File: config.mk
export PLATFORM = sky130hd
export DESIGN_NAME = sha_block_assembler_448
export DESIGN_NICKNAME = d
export VERILOG_FILES = /design/src/rtl/sha_block_assembler_448.sv
export SDC_FILE = /design/constraint.sdc
export NUM_CORES = 1
export LEC_CHECK = 0
export ABC_CLOCK_PERIOD_IN_PS = 2200
export CAP_MARGIN = 20
export CORE_MARGIN = 2
export CORE_UTILIZATION = 40
export DETAILED_ROUTE_END_ITERATION = 10
export PLACE_DENSITY = 0.67
export SKIP_LAST_GASP = 1
export SLEW_MARGIN = 15
export SYNTH_ARGS = -nofsm -noshare
export SYNTH_HDL_FRONTEND = slang
export SYNTH_SLANG_ARGS = --single-unit
File: constraint.sdc
create_clock -name CLK -period 2.2 [get_ports CLK]
set_clock_uncertainty 0.1 [all_clocks]
set_input_delay 0.22 -clock CLK [delete_from_list [all_inputs] [get_ports CLK]]
set_output_delay 0.22 -clock CLK [all_outputs]
set_load 0.03 [all_outputs]
File: src/rtl/sha_block_assembler_448.sv
// sha_block_assembler_448
//
// Serial-to-parallel front end for the 448-bit message block store of the
// double SHA-256 datapath. It packs 14 big-endian 32-bit message words into
// one 448-bit block, pulses a one-cycle write strobe to the block memory, and
// holds the block until the consumer acknowledges it. The trailing 64 bits of
// the 512-bit SHA-256 block (padding/length) are produced elsewhere.
//
// Ports
//   CLK             rising-edge clock
//   RST             asynchronous active-low reset
//   flush           synchronous abort of a partial or held block
//   word_valid      word_in carries a message word
//   word_in         32-bit message word
//   word_ready      a word can be accepted this cycle (decoded from state)
//   block_out       assembled block, word 0 in [447:416], word 13 in [31:0]
//   block_write_en  one-cycle write strobe for the block memory
//   block_valid     complete block held, awaiting block_ack
//   block_ack       consumer has taken the block
//   word_count      words accepted into the current block, 0..14
//
// Build option
//   SHA_ASSEMBLER_BYTE_SWAP_EN  when defined, each accepted word is
//   byte-reversed before storage (little-endian sources such as Bitcoin
//   header fields). Handshake and timing are unchanged.

module sha_block_assembler_448 (
    input  logic         CLK,
    input  logic         RST,
    input  logic         flush,
    input  logic         word_valid,
    input  logic [31:0]  word_in,
    output logic         word_ready,
    output logic [447:0] block_out,
    output logic         block_write_en,
    output logic         block_valid,
    input  logic         block_ack,
    output logic [3:0]   word_count
);

    localparam int         WORDS      = 14;
    localparam int         WORD_W     = 32;
    localparam logic [3:0] COUNT_MAX  = 4'd14;
    localparam logic [3:0] COUNT_LAST = 4'd13;

    typedef enum logic {
        COLLECT = 1'b0,
        FULL    = 1'b1
    } state_t;

    state_t      state;
    state_t      state_next;
    logic        accept;
    logic [31:0] word_store;

    assign accept = word_valid && word_ready;

`ifdef SHA_ASSEMBLER_BYTE_SWAP_EN
    assign word_store = {word_in[7:0], word_in[15:8], word_in[23:16], word_in[31:24]};
`else
    assign word_store = word_in;
`endif

    // State register.
    // NOTE: every clocked assignment uses <= so all registers update from
    // the same pre-edge values regardless of statement order.
    always_ff @(posedge CLK or negedge RST) begin
        if (!RST) begin
            state <= COLLECT;
        end else begin
            state <= state_next;
        end
    end

    // Next-state logic; flush overrides both a word accept and block_ack.
    // NOTE: state_next is given a default before the case so no path leaves
    // it unassigned, which would otherwise infer a latch.
    always_comb begin
        state_next = state;
        case (state)
            COLLECT: if (accept && word_count == COUNT_LAST) state_next = FULL;
            FULL:    if (block_ack) state_next = COLLECT;
            default: state_next = COLLECT;
        endcase
        if (flush) state_next = COLLECT;
    end

    // Output decode: the only combinational output.
    always_comb begin
        word_ready = (state == COLLECT);
    end

    // Registered datapath and status outputs.
    // NOTE: block_out is a plain register bank, not a RAM, so it takes an
    // async reset to zero; between blocks it is never cleared, only
    // overwritten slot by slot.
    always_ff @(posedge CLK or negedge RST) begin
        if (!RST) begin
            block_out      <= '0;
            block_write_en <= 1'b0;
            block_valid    <= 1'b0;
            word_count     <= '0;
        end else begin
            block_write_en <= 1'b0;
            block_valid    <= (state_next == FULL);
            if (flush) begin
                word_count <= '0;
            end else if (state == FULL) begin
                if (block_ack) word_count <= '0;
            end else if (accept) begin
                for (int i = 0; i < WORDS; i++) begin
                    if (word_count == 4'(i)) begin
                        block_out[(WORDS-1-i)*WORD_W +: WORD_W] <= word_store;
                    end
                end
                if (word_count != COUNT_MAX) word_count <= word_count + 4'd1;
                // The strobe lands in the first FULL cycle, alongside the
                // completed block.
                if (word_count == COUNT_LAST) block_write_en <= 1'b1;
            end
        end
    end

endmodule
# Yosys cells after proc, flatten, opt, wreduce, memory -nomap -nowiden
# Cells that the tools add are included.
[totals]
regBits = 454
in_bits = 37
output_inout_bits = 455
elab_cells = 68
[classes]
add_sub_neg = 1
n_eq_ne = 15
n_mux = 13
bitwise_logic = 2
reduce_logical = 20
[op_table]
columns = ["operator", "count"]
rows = [
  ["4-bit AND reduction", 14],
  ["4-bit equality test, second input constant", 6],
  ["4-bit two-way mux", 5],
  ["4-bit by 3-bit equality test with 1-bit output, second input constant", 4],
  ["4-bit by 2-bit equality test with 1-bit output, second input constant", 2],
  ["1-bit two-way mux", 7],
  ["3-bit nonzero test", 2],
  ["4-bit by 1-bit adder with 4-bit output, second input constant", 1],
  ["4-bit by 1-bit equality test with 1-bit output, second input constant", 1],
  ["4-bit zero test", 1],
  ["4-bit != test, second input constant", 1],
  ["3-bit by 2-bit != test with 1-bit output, second input constant", 1],
  ["3-bit AND reduction", 1],
  ["1-bit logical AND", 2],
  ["1-bit NOT", 2],
  ["1-bit one-hot mux with 2 select lines", 1],
]

# Depth between registers and ports, before layout
# Gate-level depths: netlist (run 1).
[logic_depth]
ltp_word = 6
mapped_depth = 7
ltp_nobuf = 5

# Worst setup path before layout (run 1)
# No wires, ideal clock.
[synth_timing]
kind = "reg-to-reg"
start = "register word_count[0]"
end = "register block_out[120]"
setup_time_ns = 0.128
arrival_ns = 1.895
path_slack_ns = 0.077
stages_incl_launch_ff = 8
path_cell_list = "dfrtp_1 -> inv_1 -> ha_1 -> nor2b_1 -> and4_1 -> buf_2 -> buf_2 -> mux2_1"
[synth_between]
elab_chain_cells = 2
[synth_lines]
columns = ["item", "line", "rtl"]
rows = [
  ["start, declared", "38", "output logic [3:0] word_count"],
  ["start signal, assigned", "116", "if (word_count != COUNT_MAX) word_count <= word_count + 4'd1;"],
  ["4-bit equality test", "112", "if (word_count == 4'(i)) begin"],
  ["4-bit AND reduction (no line)", "n/a", ""],
  ["end signal, assigned by index", "113", "block_out[(WORDS-1-i)*WORD_W +: WORD_W] <= word_store;"],
  ["end, declared", "34", "output logic [447:0] block_out,"],
]
# No other way between the ends.
# A chain may end at the register's enable or synchronous reset.

# Final worst setup path (run 1)
[layout_timing]
start = "register word_count[1]"
end = "register block_out[10]"
# Same word-level chain as after synthesis.

==> results of run 1 <==
[layout make-up]
class,count,area [µm²]
Inverter,5,18.8
Clock buffer,77,1440
Timing Repair Buffer,556,5690
Clock inverter,8,121
Fill cell,3349,17400
Sequential cell,454,11400
Multi-Input combinational cell,502,5480
Tap cell,539,674
[power groups by stage]
stage	Clock, mW	Combinational [mW]	Sequential (mW)
6_report	8.06	5.37	9.75
3_5_place_dp	0	5.42	9.89
2_1_floorplan	0	0.880	11.7
3_3_place_gp	0	5.37	9.85
4_1_cts	8.25	5.44	9.75
5_1_grt	8.59	5.59	9.86
[synthesized netlist by cell type]
| library cell | number |
|---|---|
| and3_1 | 2 |
| and4_1 | 1 |
| nor2_1 | 2 |
| nand2_1 | 5 |
| nor2b_2 | 1 |
| mux2_2 | 360 |
| ha_1 | 4 |
| o21ai_0 | 1 |
| mux2_1 | 88 |
| o311ai_0 | 1 |
| a21oi_1 | 2 |
| a311o_1 | 1 |
| nand2b_1 | 2 |
| nor2_2 | 1 |
| o211ai_1 | 2 |
| nand4_1 | 5 |
| a2111oi_0 | 1 |
| nor2b_1 | 5 |
| a31oi_1 | 1 |
| nor4bb_1 | 1 |
| dfrtp_1 | 454 |
| mux2i_1 | 1 |
| buf_2 | 39 |
| nand4b_1 | 2 |
| nand3_1 | 5 |
| nor3_2 | 1 |
| o21bai_1 | 2 |
| or3_1 | 1 |
| clkbuf_1 | 32 |
| and4bb_1 | 2 |
| a221oi_1 | 1 |
| inv_1 | 5 |
| nor3b_4 | 1 |
| buf_4 | 9 |
[worst max-delay path, cell delays in order (launching register included)]
cell      delay, ns
dfrtp_1        0.46
inv_1          0.12
ha_1           0.18
nand4b_1       0.24
nor3b_4        0.31
buf_12         0.24
mux2_2         0.36
[flip-flops by register name, indices dropped and copies added (netlist names)]
register / count
block_write_en: 1
block_out: 448
word_count: 4
block_valid: 1
[kinds of logic (layout without fill, tap and decap cells)]
| group | Yosys count | after routing | share of synthesized area |
|---|---|---|---|
| AOI/OAI and AO/OA | 12 | 12 | 0.00509 |
| adders and majority gates | 4 | 4 | 0.00291 |
| buffers and inverters | 85 | 646 | 0.0233 |
| DFF | 454 | 454 | 0.660 |
| muxes | 449 | 449 | 0.294 |
| and+or+nand+nor | 37 | 37 | 0.0145 |
[worst paths after layout]
kind	from	end	slack [ns]	depth (start not counted)
min in group CLK	block_ack	block_valid	0.31	2
max reg2reg	word_count[1]	block_out[10]	0.06	6
max in group asynchronous	RST	block_out[243]	1.09	3
min reg2reg	block_out[158]	block_out[158]	0.38	1
min	RST	block_out[427]	0.08	2
max	word_count[1]	block_out[10]	0.06	6
[through the flow]
step	utilization	setup WS (ns)	hold slack (ns)	area (µm²)	setup TNS (ns)
after global placement	0.550	0.0547	0.103	23200	0
after CTS	0.587	0.00305	0.102	24800	0
after global routing	0.587	-0.0215	0.114	24800	-0.178
final	0.587	0.0554	0.0812	24800	0
after floorplan	-	0.0770	-0.176	17200	0
after detailed placement	0.550	0.0277	0.103	23200	0
[what timing repair did]
item                                   in CTS  in global routing
endpoints found under the hold margin     400                  0
buffers inserted                            0                  0
setup endpoints to repair                   6                 73
gates resized for setup                     6                  2
pin swaps                                   0                  1
hold buffers                                1                  0
gates cloned                                0                  0
[per-layer routing]
metal | track usage | wire length, µm
met5 | 0 | 0
met4 | 0.0923 | 1820
met3 | 0.0622 | 3550
met2 | 0.377 | 24900
met1 | 0.291 | 21300
==> impl_metrics.env, run 1 <==
export IMPL_setup_viol=0
export IMPL_syn_to_final_growth_pct=44.1
export IMPL_die_y_um=211
export IMPL_yosysTopAreaCellShare=0.660
export IMPL_worstPathMaxFanout=26
export IMPL_p_int_mw=16.4
export IMPL_die_area_mm2=0.0447
export IMPL_mostFrequentLayoutCells="clkdlybuf4s50_1, dfrtp_1, mux2_2"
export IMPL_cts_tree="done"
export IMPL_drive_gt1_frac=0.316
export IMPL_h_tree_depth=2
export IMPL_synth_avg_cell_area_um2=16.5
export IMPL_yosys_area_top_type="dfrtp_1"
export IMPL_critPathKind="reg2reg"
export IMPL_routed_wl_um=51500
export IMPL_cts_buffers=47
export IMPL_leakage_nw=11.8
export IMPL_io_buffers=491
export IMPL_insertion_delay_ns=0.57
export IMPL_final_hold_violation_count=0
export IMPL_finalNetCount=1607
export IMPL_hp_class="in2async"
export IMPL_status="complete, no violations"
export IMPL_synth_area_mm2=0.0172
export IMPL_wire_per_inst_um=24.1
export IMPL_p_switching_mw=6.82
export IMPL_worstMarginPinSlew_ns=0.765
export IMPL_start_util=0.407
export IMPL_grt_overflow=0
export IMPL_synth_distinct_cells=34
export IMPL_drc=0
export IMPL_worst_ep_required_time_ns=2.55
export IMPL_place_gp_congestion=0.829
export IMPL_rsz0062_at_grt="yes"
export IMPL_clockPowerShare=0.348
export IMPL_grt_max_degree=66
export IMPL_sw_frac_of_total=0.294
export IMPL_dieWidth_um=211
export IMPL_drtIter0Drc=508
export IMPL_dp_cells=2055
export IMPL_dr_pass1_iters=4
export IMPL_clk_pin_slew_ns=0.06
export IMPL_final_common_cell="clkdlybuf4s50_1"
export IMPL_synth_cells=1041
export IMPL_antenna_found_initial=0
export IMPL_ys_seq_elements=454
export IMPL_p_total_mw=23.2
export IMPL_synthTopCellsByArea="dfrtp_1, mux2_2, mux2_1"
export IMPL_max_clock_freq_mhz=466
export IMPL_grt_pass1_vias=11400
export IMPL_crit_path_end_kind="register"
export IMPL_clk_root_buffer_cell="clkbuf_16"
export IMPL_drv_cap=0
export IMPL_ir_worst_vdd_v=0.000659
export IMPL_rows=75
export IMPL_p_per_area_mw_per_mm2=935
export IMPL_synth_seq_area_share=0.660
export IMPL_syn_nets=1082
export IMPL_hpwl_um=36400
export IMPL_vias=10900
export IMPL_cp_start_kind="register"
export IMPL_grt_pass1_wl_um=76200
export IMPL_maxSlewViolCount=0
export IMPL_core_mm2=0.0422
export IMPL_finalCriticalPeriod_ns=2.14
export IMPL_share_comb_of_total_power=0.232
export IMPL_arrival_ns=2.49
export IMPL_ant_nets=0
export IMPL_n_antenna_cell=0
export IMPL_cts_path_max_buffers=3
export IMPL_relSlewSlack=0.488
export IMPL_clock_sinks=454
export IMPL_track_usage=0.230
export IMPL_viasPerCell=5.07
export IMPL_ys_warn_count=0
export IMPL_seq_power_share=0.421
export IMPL_fin_cells=2141
export IMPL_io_pins=492
export IMPL_finalCritPeriodShare=0.975
(Power assumes the default switching activity.)
==> run 2, diff against run 1 <==
--- a/config.mk
+++ b/config.mk
@@ -10,6 +10,7 @@
 export CORE_MARGIN = 2
 export CORE_UTILIZATION = 40
 export DETAILED_ROUTE_END_ITERATION = 10
+export MAX_ROUTING_LAYER = met4
 export PLACE_DENSITY = 0.67
 export SKIP_LAST_GASP = 1
 export SLEW_MARGIN = 15
==> impl_metrics.env, run 2 (synthesis gave the netlist of run 1 again) <==
export IMPL_critPathMaxStageDelay_ns=0.46
export IMPL_tns_ns=0
export IMPL_max_clock_freq_mhz=468
export IMPL_die_y_um=211
export IMPL_postCtsSetupBuffers=0
export IMPL_syn_to_final_growth_pct=44.1
export IMPL_drive_gt1_frac=0.316
export IMPL_drtIter0Drc=536
export IMPL_r2r_worst_path_cells=6
export IMPL_critical_path_cell_chain="inv_1 -> ha_1 -> nand4b_1 -> nor3b_4 -> buf_12 -> mux2_2"
export IMPL_worst_path_stages=6
export IMPL_h_tree_depth=2
export IMPL_wl_met2_um=24900
export IMPL_path_delay_family="simple AND/OR/NAND/NOR gates"
export IMPL_routed_wl_um=51500
export IMPL_final_hold_violation_count=0
export IMPL_viasPerCell=5.07
export IMPL_vias=10800
export IMPL_grt_overflow=0
export IMPL_dr_pass1_iters=4
export IMPL_clk_pin_slew_ns=0.06
export IMPL_core_mm2=0.0422
export IMPL_wl_met1_um=21300
export IMPL_finalNetCount=1607
export IMPL_fin_util=0.587
export IMPL_mostFrequentLayoutCells="clkdlybuf4s50_1, dfrtp_1, mux2_2"
export IMPL_leakage_nw=11.8
export IMPL_cp_start_kind="register"
export IMPL_largest_register_ffs=448
export IMPL_clk_root_buffer_cell="clkbuf_16"
export IMPL_ant_nets=0
export IMPL_rows=75
export IMPL_clock_sinks=454
export IMPL_hp_class="in2async"
export IMPL_finalCriticalPeriod_ns=2.14
export IMPL_wire_per_inst_um=24.0
export IMPL_finalCritPeriodShare=0.972
export IMPL_grt_max_degree=66
export IMPL_ir_worst_vdd_v=0.000661
export IMPL_start_util=0.407
export IMPL_cts_tree="done"
export IMPL_p_per_area_mw_per_mm2=935
export IMPL_worstMarginPinSlew_ns=0.773
export IMPL_worstPathMaxFanout=26
export IMPL_n_antenna_cell=0
export IMPL_place_area_mm2=0.0232
export IMPL_hold_ws_ns=0.0900
export IMPL_drc=0
export IMPL_dieWidth_um=211
export IMPL_cts_path_max_buffers=3
export IMPL_grt_pass1_vias=11400
export IMPL_status="complete, no violations"
export IMPL_slowest_stage="dfrtp_1"
export IMPL_grt_pass1_wl_um=76000
export IMPL_io_pins=492
export IMPL_place_gp_congestion=0.841
export IMPL_cp_buffers_inverters=2
export IMPL_crit_path_end_kind="register"
export IMPL_final_cell_area_mm2=0.0248
export IMPL_wl_met3_um=3650
export IMPL_setup_viol=0
export IMPL_insertion_delay_ns=0.57
export IMPL_top_register="block_out"
export IMPL_final_common_cell="clkdlybuf4s50_1"
export IMPL_track_usage=0.237
export IMPL_arrival_ns=2.49
export IMPL_hpwl_um=36400
export IMPL_antenna_found_initial=0
export IMPL_top_layer="met4"
export IMPL_relSlewSlack=0.483
export IMPL_die_area_mm2=0.0447
export IMPL_drv_cap=0
export IMPL_io_buffers=491
export IMPL_reg_top3="block_out (448), word_count (4)"
export IMPL_rsz0062_at_grt="yes"
export IMPL_maxSlewViolCount=0
export IMPL_critPathKind="reg2reg"
export IMPL_worst_ep_required_time_ns=2.55
export IMPL_cts_buffers=47
## run 2: cell counts in the layout (fill, tap and decap cells not counted)
Identical to the previous run, type by type.
## run 2: timing repair
item | in CTS | in global routing
pin swaps | 0 | 1
resized for setup | 6 | 2
hold buffers | 1 | 0
endpoints found under the setup margin | 6 | 72
hold endpoints to repair | 400 | 0
## run 2: layer usage
| metal | global-route usage | up-vias |
|---|---|---|
| met3 | 0.0630 | 89 |
| met2 | 0.379 | 368 |
| met1 | 0.290 | 5678 |
| met5 | - | - |
| met4 | 0.0884 | 0 |
| li1 | - | 4712 |
## run 2: power by group
part           total [mW]  internal [mW]  switching, mW  leakage [nW]
combinational        5.37           2.28           3.09          4.88
sequential           9.75           9.27          0.483          6.12
clock                8.07           4.81           3.26         0.761
## run 2: cell type report
class | count | area [µm²]
clock buffer | 77 | 1440
clock inverter | 8 | 121
fill | 3349 | 17400
inverter | 5 | 18.8
multi-input combinational | 502 | 5480
sequential | 454 | 11400
tap | 539 | 674
timing repair buffer | 556 | 5690
## run 2: path summary, 6_finish.rpt
check	startpoint	to	slack (ns)
setup / recovery	word_count[1]	block_out[10]	0.06
hold / removal	RST	block_out[427]	0.09
setup reg to reg	word_count[1]	block_out[10]	0.06
hold reg to reg	block_out[20]	block_out[20]	0.38
max in group asynchronous	RST	block_out[243]	1.08
min in group CLK	block_ack	block_valid	0.31
## run 2: through the flow
stage | instances | total power [mW] | worst slack, ns
after floorplan | 1041 | 12.6 | 0.0770
after global placement | 2055 | 15.2 | 0.0547
after detailed placement | 2055 | 15.3 | 0.0277
after CTS | 2141 | 23.4 | 0.00305
after global routing | 2141 | 24.0 | -0.0215
final | 2141 | 23.2 | 0.0624
==> run 3, diff against run 2 <==
--- a/config.mk
+++ b/config.mk
@@ -9,6 +9,7 @@
 export CAP_MARGIN = 20
 export CORE_MARGIN = 2
 export CORE_UTILIZATION = 40
+export CTS_CLUSTER_DIAMETER = 60
 export DETAILED_ROUTE_END_ITERATION = 10
 export MAX_ROUTING_LAYER = met4
 export PLACE_DENSITY = 0.67
==> impl_metrics.env, run 3 (synthesis gave the netlist of run 1 again) <==
export IMPL_fill_cells=3379
export IMPL_syn_to_final_growth_pct=44.1
export IMPL_die_area_mm2=0.0447
export IMPL_p_switching_mw=6.91
export IMPL_clockPowerShare=0.347
export IMPL_cts_path_max_buffers=3
export IMPL_pre_cts_slack_ns=0.0277
export IMPL_die_y_um=211
export IMPL_ant_nets=0
export IMPL_critPathKind="reg2reg"
export IMPL_dieWidth_um=211
export IMPL_leakage_nw=11.8
export IMPL_p_per_area_mw_per_mm2=933
export IMPL_h_tree_depth=2
export IMPL_hp_class="in2async"
export IMPL_largest_register_ffs=448
export IMPL_cp_buffers_inverters=2
export IMPL_wire_per_inst_um=24.0
export IMPL_drtIter0Drc=466
export IMPL_seq_power_share=0.421
export IMPL_dr_pass1_iters=4
export IMPL_cts_tree="done"
export IMPL_worst_ep_required_time_ns=2.55
export IMPL_p_total_mw=23.1
export IMPL_crit_path_end_kind="register"
export IMPL_setup_slack_ns=0.0682
export IMPL_viasPerCell=5.05
export IMPL_vias=10800
export IMPL_drive_gt1_frac=0.322
export IMPL_cts_buffers=48
export IMPL_reg_top3="block_out (448), word_count (4)"
export IMPL_io_pins=492
export IMPL_drv_cap=0
export IMPL_setup_viol=0
export IMPL_grt_overflow=0
export IMPL_top_register="block_out"
export IMPL_sw_frac_of_total=0.299
export IMPL_multi_input_area_mm2=0.00548
export IMPL_critical_path_cell_chain="inv_1 -> ha_1 -> nand4b_1 -> nor3b_4 -> buf_12 -> mux2_2"
export IMPL_critPathMaxStageDelay_ns=0.45
export IMPL_antenna_found_initial=0
export IMPL_status="complete, no violations"
export IMPL_hpwl_um=36400
export IMPL_relSlewSlack=0.484
export IMPL_ir_worst_vdd_v=0.000664
export IMPL_max_clock_freq_mhz=469
export IMPL_rsz0062_at_grt="yes"
export IMPL_grt_pass1_vias=11500
export IMPL_maxSlewViolCount=0
export IMPL_n_antenna_cell=0
export IMPL_grt_pass1_wl_um=76100
export IMPL_io_buffers=491
export IMPL_place_gp_congestion=0.841
export IMPL_p_int_mw=16.2
export IMPL_share_comb_of_total_power=0.232
export IMPL_slowest_stage="dfrtp_1"
export IMPL_postCtsSetupBuffers=0
export IMPL_finalCritPeriodShare=0.969
export IMPL_finalCriticalPeriod_ns=2.13
export IMPL_regArea_mm2=0.0114
export IMPL_tns_ns=0
export IMPL_core_mm2=0.0422
export IMPL_clock_sinks=454
export IMPL_cp_start_kind="register"
export IMPL_path_delay_family="simple AND/OR/NAND/NOR gates"
export IMPL_final_hold_violation_count=0
export IMPL_final_common_cell="clkdlybuf4s50_1"
export IMPL_rows=75
export IMPL_drc=0
export IMPL_clk_root_buffer_cell="clkbuf_16"
export IMPL_arrival_ns=2.48
export IMPL_start_util=0.407
export IMPL_routed_wl_um=51500
export IMPL_finalNetCount=1608
export IMPL_insertion_delay_ns=0.58
export IMPL_mostFrequentLayoutCells="clkdlybuf4s50_1, dfrtp_1, mux2_2"
export IMPL_track_usage=0.237
export IMPL_clk_pin_slew_ns=0.06
export IMPL_worstPathMaxFanout=26
export IMPL_grt_max_degree=66
export IMPL_worstMarginPinSlew_ns=0.771
run 3: worst register-to-register path: cells and delay by family, from the launching register on:
family / cells / cell delay (ns)
adder cells (fa/ha/maj): 1 / 0.18
buffers and inverters: 2 / 0.36
flip-flops: 1 / 0.45
multiplexers: 1 / 0.37
AND/OR/NAND/NOR: 2 / 0.54
run 3: power groups by stage:
stage / clock [mW] / combinational, mW / sequential (mW)
after global routing: 8.54 / 5.59 / 9.86
after floorplan: 0 / 0.880 / 11.7
final: 8.02 / 5.37 / 9.75
after global placement: 0 / 5.37 / 9.85
after CTS: 8.21 / 5.43 / 9.75
after detailed placement: 0 / 5.42 / 9.89
run 3: stage by stage:
stage	utilization	hold WS, ns	std cells	area, µm²
after floorplan	-	-0.176	1041	17200
after global placement	0.550	0.103	2055	23200
after detailed placement	0.550	0.103	2055	23200
after CTS	0.587	0.0847	2145	24800
after global routing	0.587	0.105	2145	24800
final	0.587	0.0854	2145	24800
run 3: final cells by class:
type                            count  share of cell area
Inverter                            5            0.000757
Sequential cell                   454               0.458
Multi-Input combinational cell    502               0.221
Clock inverter                     19             0.00661
Clock buffer                       70              0.0567
Tap cell                          539              0.0272
Timing Repair Buffer              556               0.229
run 3: timing repair:
| action | 4_1_cts | 5_1_grt |
|---|---|---|
| hold endpoints to repair | 348 | 0 |
| pin swaps | 0 | 1 |
| gates resized for setup | 7 | 0 |
| cloned | 0 | 0 |
| setup endpoints to repair | 16 | 25 |
| hold buffers | 1 | 0 |
run 3: worst paths after layout:
path	from	endpoint	slack (ns)	depth (start not counted)
max in group asynchronous	RST	block_out[1]	1.13	3
min reg2reg	block_out[20]	block_out[20]	0.38	1
max reg2reg	word_count[1]	block_out[25]	0.07	6
min	RST	block_out[427]	0.09	2
min in group CLK	block_ack	block_valid	0.32	2
max	word_count[1]	block_out[25]	0.07	6
run 3: routing by layer:
layer / share of wire / GRT usage / vias up
li1: - / - / 4722
met1: 0.41 / 0.289 / 5669
met2: 0.49 / 0.383 / 350
met3: 0.069 / 0.0610 / 93
met4: 0.032 / 0.0843 / 0
met5: 0 / - / -
